==> src/rtl/alu_ctrl_pkg.sv <==
// alu_ctrl_pkg: shared types and default widths for the ALU request arbiter
package alu_ctrl_pkg;
  localparam int NUM_REQ_DEF = 4;
  localparam int DATA_WIDTH_DEF = 5;
  localparam int OUTPUT_WIDTH_DEF = 6;
  localparam int A_OP_WIDTH_DEF = 3;
  localparam int B_OP_WIDTH_DEF = 2;
  typedef enum logic [1:0] {IDLE, ISSUE, CAPTURE, RESP} state_e;
  typedef struct packed {
    logic                      a_en;
    logic                      b_en;
    logic [A_OP_WIDTH_DEF-1:0] a_op;
    logic [B_OP_WIDTH_DEF-1:0] b_op;
    logic [DATA_WIDTH_DEF-1:0] A;
    logic [DATA_WIDTH_DEF-1:0] B;
  } cmd_t;
endpackage

==> src/rtl/rr_arbiter.sv <==
// rr_arbiter: combinational find-first-set starting at a rotating pointer
module rr_arbiter #(
  parameter int NUM_REQ  = 4,
  parameter int ID_WIDTH = $clog2(NUM_REQ)
) (
  input  logic [NUM_REQ-1:0]  req_i,
  input  logic [ID_WIDTH-1:0] ptr_i,
  input  logic                en_i,
  output logic [NUM_REQ-1:0]  gnt_o,
  output logic [ID_WIDTH-1:0] idx_o
);
  // Scan farthest-first so the last hit is the one closest to the pointer
  always_comb begin
    gnt_o = '0;
    idx_o = '0;
    for (int i = NUM_REQ - 1; i >= 0; i--) begin
      if (en_i && req_i[(int'(ptr_i) + i) % NUM_REQ]) begin
        gnt_o = '0;
        gnt_o[(int'(ptr_i) + i) % NUM_REQ] = 1'b1;
        idx_o = ID_WIDTH'((int'(ptr_i) + i) % NUM_REQ);
      end
    end
  end
endmodule

==> src/rtl/alu_req_arbiter.sv <==
// alu_req_arbiter: round-robin sharing of one registered-output ALU among requesters
module alu_req_arbiter
  import alu_ctrl_pkg::*;
#(
  parameter int NUM_REQ      = NUM_REQ_DEF,
  parameter int DATA_WIDTH   = DATA_WIDTH_DEF,
  parameter int OUTPUT_WIDTH = OUTPUT_WIDTH_DEF,
  parameter int A_OP_WIDTH   = A_OP_WIDTH_DEF,
  parameter int B_OP_WIDTH   = B_OP_WIDTH_DEF,
  parameter int ID_WIDTH     = $clog2(NUM_REQ)
) (
  input  logic                             clk,
  input  logic                             rst,
  input  logic [NUM_REQ-1:0]               req_valid,
  output logic [NUM_REQ-1:0]               req_ready,
  input  logic [NUM_REQ-1:0]               req_a_en,
  input  logic [NUM_REQ-1:0]               req_b_en,
  input  logic [NUM_REQ*A_OP_WIDTH-1:0]    req_a_op,
  input  logic [NUM_REQ*B_OP_WIDTH-1:0]    req_b_op,
  input  logic [NUM_REQ*DATA_WIDTH-1:0]    req_A,
  input  logic [NUM_REQ*DATA_WIDTH-1:0]    req_B,
  output logic                             alu_en,
  output logic                             alu_a_en,
  output logic                             alu_b_en,
  output logic [A_OP_WIDTH-1:0]            alu_a_op,
  output logic [B_OP_WIDTH-1:0]            alu_b_op,
  output logic [DATA_WIDTH-1:0]            alu_A,
  output logic [DATA_WIDTH-1:0]            alu_B,
  input  logic [OUTPUT_WIDTH-1:0]          alu_C,
  output logic                             rsp_valid,
  input  logic                             rsp_ready,
  output logic [ID_WIDTH-1:0]              rsp_id,
  output logic [OUTPUT_WIDTH-1:0]          rsp_data,
  output logic                             rsp_err,
  output logic                             busy
);
  state_e                  state_q, state_d;
  logic [ID_WIDTH-1:0]     ptr_q, ptr_d, rsp_id_q, rsp_id_d, idx;
  logic [NUM_REQ-1:0]      gnt;
  cmd_t                    cmd_q, cmd_d, cmd_sel;
  logic [OUTPUT_WIDTH-1:0] rsp_data_q, rsp_data_d;
  logic                    rsp_err_q, rsp_err_d;
  // Grants are masked during reset so every output reads 0 while rst is high
  rr_arbiter #(.NUM_REQ(NUM_REQ), .ID_WIDTH(ID_WIDTH)) u_arb (
    .req_i(req_valid),
    .ptr_i(ptr_q),
    .en_i (state_q == IDLE && !rst),
    .gnt_o(gnt),
    .idx_o(idx)
  );
  always_comb begin
    cmd_sel.a_en = req_a_en[idx];
    cmd_sel.b_en = req_b_en[idx];
    cmd_sel.a_op = req_a_op[idx*A_OP_WIDTH +: A_OP_WIDTH];
    cmd_sel.b_op = req_b_op[idx*B_OP_WIDTH +: B_OP_WIDTH];
    cmd_sel.A    = req_A[idx*DATA_WIDTH +: DATA_WIDTH];
    cmd_sel.B    = req_B[idx*DATA_WIDTH +: DATA_WIDTH];
  end
  always_comb begin
    state_d    = state_q;
    ptr_d      = ptr_q;
    cmd_d      = cmd_q;
    rsp_id_d   = rsp_id_q;
    rsp_data_d = rsp_data_q;
    rsp_err_d  = rsp_err_q;
    case (state_q)
      IDLE: if (|gnt) begin
        cmd_d    = cmd_sel;
        rsp_id_d = idx;
        ptr_d    = (int'(idx) == NUM_REQ - 1) ? '0 : idx + 1'b1;
        // A command with neither operand enabled is answered without touching the ALU
        state_d    = (cmd_sel.a_en || cmd_sel.b_en) ? ISSUE : RESP;
        rsp_data_d = (cmd_sel.a_en || cmd_sel.b_en) ? rsp_data_q : '0;
        rsp_err_d  = !(cmd_sel.a_en || cmd_sel.b_en);
      end
      ISSUE:   state_d = CAPTURE;
      CAPTURE: begin
        rsp_data_d = alu_C;
        rsp_err_d  = 1'b0;
        state_d    = RESP;
      end
      RESP:    state_d = rsp_ready ? IDLE : RESP;
    endcase
  end
  always_ff @(posedge clk or posedge rst) begin
    if (rst) begin
      state_q    <= IDLE;
      ptr_q      <= '0;
      cmd_q      <= '0;
      rsp_id_q   <= '0;
      rsp_data_q <= '0;
      rsp_err_q  <= 1'b0;
    end else begin
      state_q    <= state_d;
      ptr_q      <= ptr_d;
      cmd_q      <= cmd_d;
      rsp_id_q   <= rsp_id_d;
      rsp_data_q <= rsp_data_d;
      rsp_err_q  <= rsp_err_d;
    end
  end
  assign req_ready = gnt;
  assign alu_en    = state_q == ISSUE;
  assign alu_a_en  = cmd_q.a_en;
  assign alu_b_en  = cmd_q.b_en;
  assign alu_a_op  = cmd_q.a_op;
  assign alu_b_op  = cmd_q.b_op;
  assign alu_A     = cmd_q.A;
  assign alu_B     = cmd_q.B;
  assign rsp_valid = state_q == RESP;
  assign rsp_id    = rsp_id_q;
  assign rsp_data  = rsp_data_q;
  assign rsp_err   = rsp_err_q;
  assign busy      = state_q != IDLE;
endmodule
==> config.mk <==
export PLATFORM = sky130hd
export DESIGN_NAME = alu_req_arbiter
export DESIGN_NICKNAME = d
export VERILOG_FILES = /design/src/rtl/alu_ctrl_pkg.sv /design/src/rtl/rr_arbiter.sv /design/src/rtl/alu_req_arbiter.sv
export SDC_FILE = /design/constraint.sdc
export NUM_CORES = 1
export LEC_CHECK = 0
export ABC_AREA = 1
export BUFFER_PORTS_ARGS = -buffer_cell sky130_fd_sc_hd__buf_2
export CAP_MARGIN = 20
export CORE_UTILIZATION = 45
export DETAILED_ROUTE_END_ITERATION = 10
export MAX_ROUTING_LAYER = met4
export PLACE_DENSITY = 0.83
export SLEW_MARGIN = 20
export SYNTH_ARGS = -nofsm -noshare
export SYNTH_HDL_FRONTEND = slang
export SYNTH_SLANG_ARGS = --single-unit
==> constraint.sdc <==
create_clock -name clk -period 2.6 [get_ports clk]
set_input_delay 0.52 -clock clk [delete_from_list [all_inputs] [get_ports clk]]
set_output_delay 0.52 -clock clk [all_outputs]
set_load 0.005 [all_outputs]
==> key figures <==
Run status
  – Status: complete, no violations

STA
  – F_max: 413 MHz
  – RSZ-0062 raised after global routing: false
  – Worst rel slew slack: 56.6%
  – Worst-case clock skew: 8.57 ps
  – # setup viols final: 0
  – Final Hold Viols: 0
  – Final worst-path cycle share: 93.1%
  – Max Slew Vio Count: 0
  – Slew @ Worst Pin: 650 ps
  – Hold slack: 372 ps
  – Fin crit period: 2420 ps
  – Setup TNS Final: 0 ps

Drt
  – Drt drc: 0
  – Vias/cell: 5.01
  – Via count: 2641
  – TritonRoute pass-1 iters: 5
  – Starting DRT DRC Count: 177
  – Antenna-violating nets left: 0
  – Wire per inst: 11.9 microns
  – Drt total wl: 6.25 mm

Power
  – Overall power: 3.21 mW
  – Leakage: 1.77 nW
  – Maximum vdd drop: 0.459 mV
  – Power per cell area: 1060 mW/mm^2

Clock tree
  – Clock Root Buffer: clkbuf_8
  – TritonCTS buffer count: 5
  – Max H-tree Level: 2
  – CTS tree: built
  – Clock Latency Late Sink: 280 ps
  – Maximum root-to-sink buffer count: 2
  – Clock transition at the registers of the reported paths: 70 ps
  – Clock Sinks: 30

Critical path
  – Crit Path Class: reg2out
  – Reg2reg setup slack: 300 ps
  – Arr. time, crit path: 1900 ps
  – Crit. End Element: primary output
  – Critical path launch point type: flop
  – Crit path required time: 2080 ps
  – CP Max Fanout: 6

GRT
  – GRT Util Overall: 25.4%
  – Met2 Use GR: 41.1%
  – Total grt overflow: 0
  – GR met1 Demand/Resource: 31.2%
  – Pin count of the biggest net entering global routing: 33
  – Number of global-route vias before repair: 2310
  – Met3 Use GR: 5.11%
  – Initial antenna violation count: 0
  – Grt peak-use layer: met2
  – First-pass GRT wire length: 10.2 mm

Place
  – Detailed-placement wirelength estimate: 4.72 mm
  – Dpl cells: 517
  – GPL Wtd Cong: 0.912
  – Port-buffer cells: 113

Logic synthesis
  – Register bit count reported by yosys: 30
  – Sequential share of the synthesized area: 33.4%
  – Synth Cell Area: 0.00225 sq mm
  – Synth cell types: 26
  – Yosys Warn Count: 0
  – Avg Inst Size Synth: 6.61 sq um
  – Synthesized Nets: 429
  – Cells after synthesis: 340

Die
  – Row count: 25
  – DIE AREA: 0.00528 sq mm
  – Core Area: 0.00475 sq mm
  – DIE HEIGHT: 72.7 microns
  – Die width: 72.7 microns
  – I/O pin cnt: 114
  – Starting Density: 47.3%

Final layout
  – Share of layout cells above drive strength 1: 33.9%
  – Fill count: 449
  – Most frequent cells in the layout: nand2_1, buf_2, nor2_1
  – Number of antenna repair diodes: 0
  – Commonest non-fill, non-tap cell in the layout: nand2_1
  – P&R area growth vs syn: 34.7%
  – Final Instance Count excl. Fillers: 527
  – NumNets Final: 548
  – Final Util: 63.7%

Run
  – Max_cap viols: 0

Worst hold path
  – Worst hold path type: in2async
==> metrics by stage <==
stage	instance area, sq um	setup WS [ps]
after floorplan	2250	233
after global placement	2900	213
after detailed placement	2900	103
after CTS	2990	79.8
after global routing	3030	28.1
final	3030	179
==> layer usage <==
layer	part of all wire [%]	vias up
met3	6.3	16
met4	2.6	0
met2	49	109
met5	0	-
li1	-	1336
met1	42	1180
==> synth_stat cells <==
master    instances  share of area, %
ha_1              8               4.5
a21oi_4           1              0.72
o211ai_1          4               1.3
nor2_4            1              0.50
dfrtp_1          30                33
nand3_2           4               1.8
nand2_2           4               1.1
nor2_2            1              0.28
nor2_8            1              0.89
nand3b_1          3               1.0
o21ai_1          13               2.9
nand4_1           6               1.7
o21ai_2           1              0.39
buf_2             8               1.8
nand2_4           2               1.0
inv_2             6               1.0
buf_6             1              0.50
nand3_1          12               2.7
a21oi_1           1              0.22
inv_1            24               4.0
o22ai_1          15               4.2
o21ai_0          25               5.6
nor2_1           50               8.3
clkbuf_2          2              0.45
nand2_1         115                19
buf_4             2              0.67
==> layout make-up <==
class / count / area (sq um) / area share [%]
clock buffer: 6 / 82.6 / 2.73
multi-input combinational: 268 / 1340 / 44.1
inverter: 30 / 115 / 3.80
clock inverter: 2 / 12.5 / 0.413
timing repair buffer: 124 / 648 / 21.4
tap: 67 / 83.8 / 2.77
sequential: 30 / 751 / 24.8
==> cell families after synthesis <==
logic type	Yosys count	share of synthesized area, %
flip-flops	30	33.4
adder cells (fa/ha/maj)	8	4.45
AO/OA/AOI/OAI	60	15.3
AND/OR/NAND/NOR	199	38.5
buffers and inverters	43	8.40
==> state kept, by name (all words and copies together), names as in the netlist, 2 cells and up <==
| signal | count |
|---|---|
| rsp_data | 6 |
| ptr_q | 2 |
| rsp_id | 2 |
| alu_b_op | 2 |
| alu_B | 5 |
| state_q | 2 |
| alu_A | 5 |
| alu_a_op | 3 |
==> power breakdown <==
part	switching (mW)	total [mW]	internal (mW)
registers	0.120	0.817	0.697
clock network	0.178	0.391	0.212
logic	1.25	2.00	0.748
==> final timing paths <==
| path | from | to | cells past startpoint |
|---|---|---|---|
| setup / recovery | ptr_q[0] | req_ready[2] | 11 |
| max in group asynchronous | rst | alu_a_en | 3 |
| setup reg to reg | ptr_q[0] | rsp_data[4] | 17 |
| min in group clk | alu_C[2] | rsp_data[2] | 3 |
| hold / removal | rst | alu_a_op[1] | 2 |
| hold reg to reg | rsp_data[0] | rsp_data[0] | 2 |
==> what timing repair did <==
action / in CTS / in global routing
endpoints found under the hold margin: 0 / 0
endpoints found under the setup margin: 0 / 26
resized for setup: 0 / 6
hold buffers: 0 / 0
buffers inserted: 0 / 1
==> critical path, cell delays in order (launching register included) <==
cell      delay (ps)
dfrtp_1          360
inv_2             40
ha_1             330
inv_2            110
nand3_2          130
nand3_4          130
nor2_1            50
nor2_1           100
o211ai_1         100
nand2_1          110
inv_1             40
buf_2            120
Power figures use the tool's default switching activity.
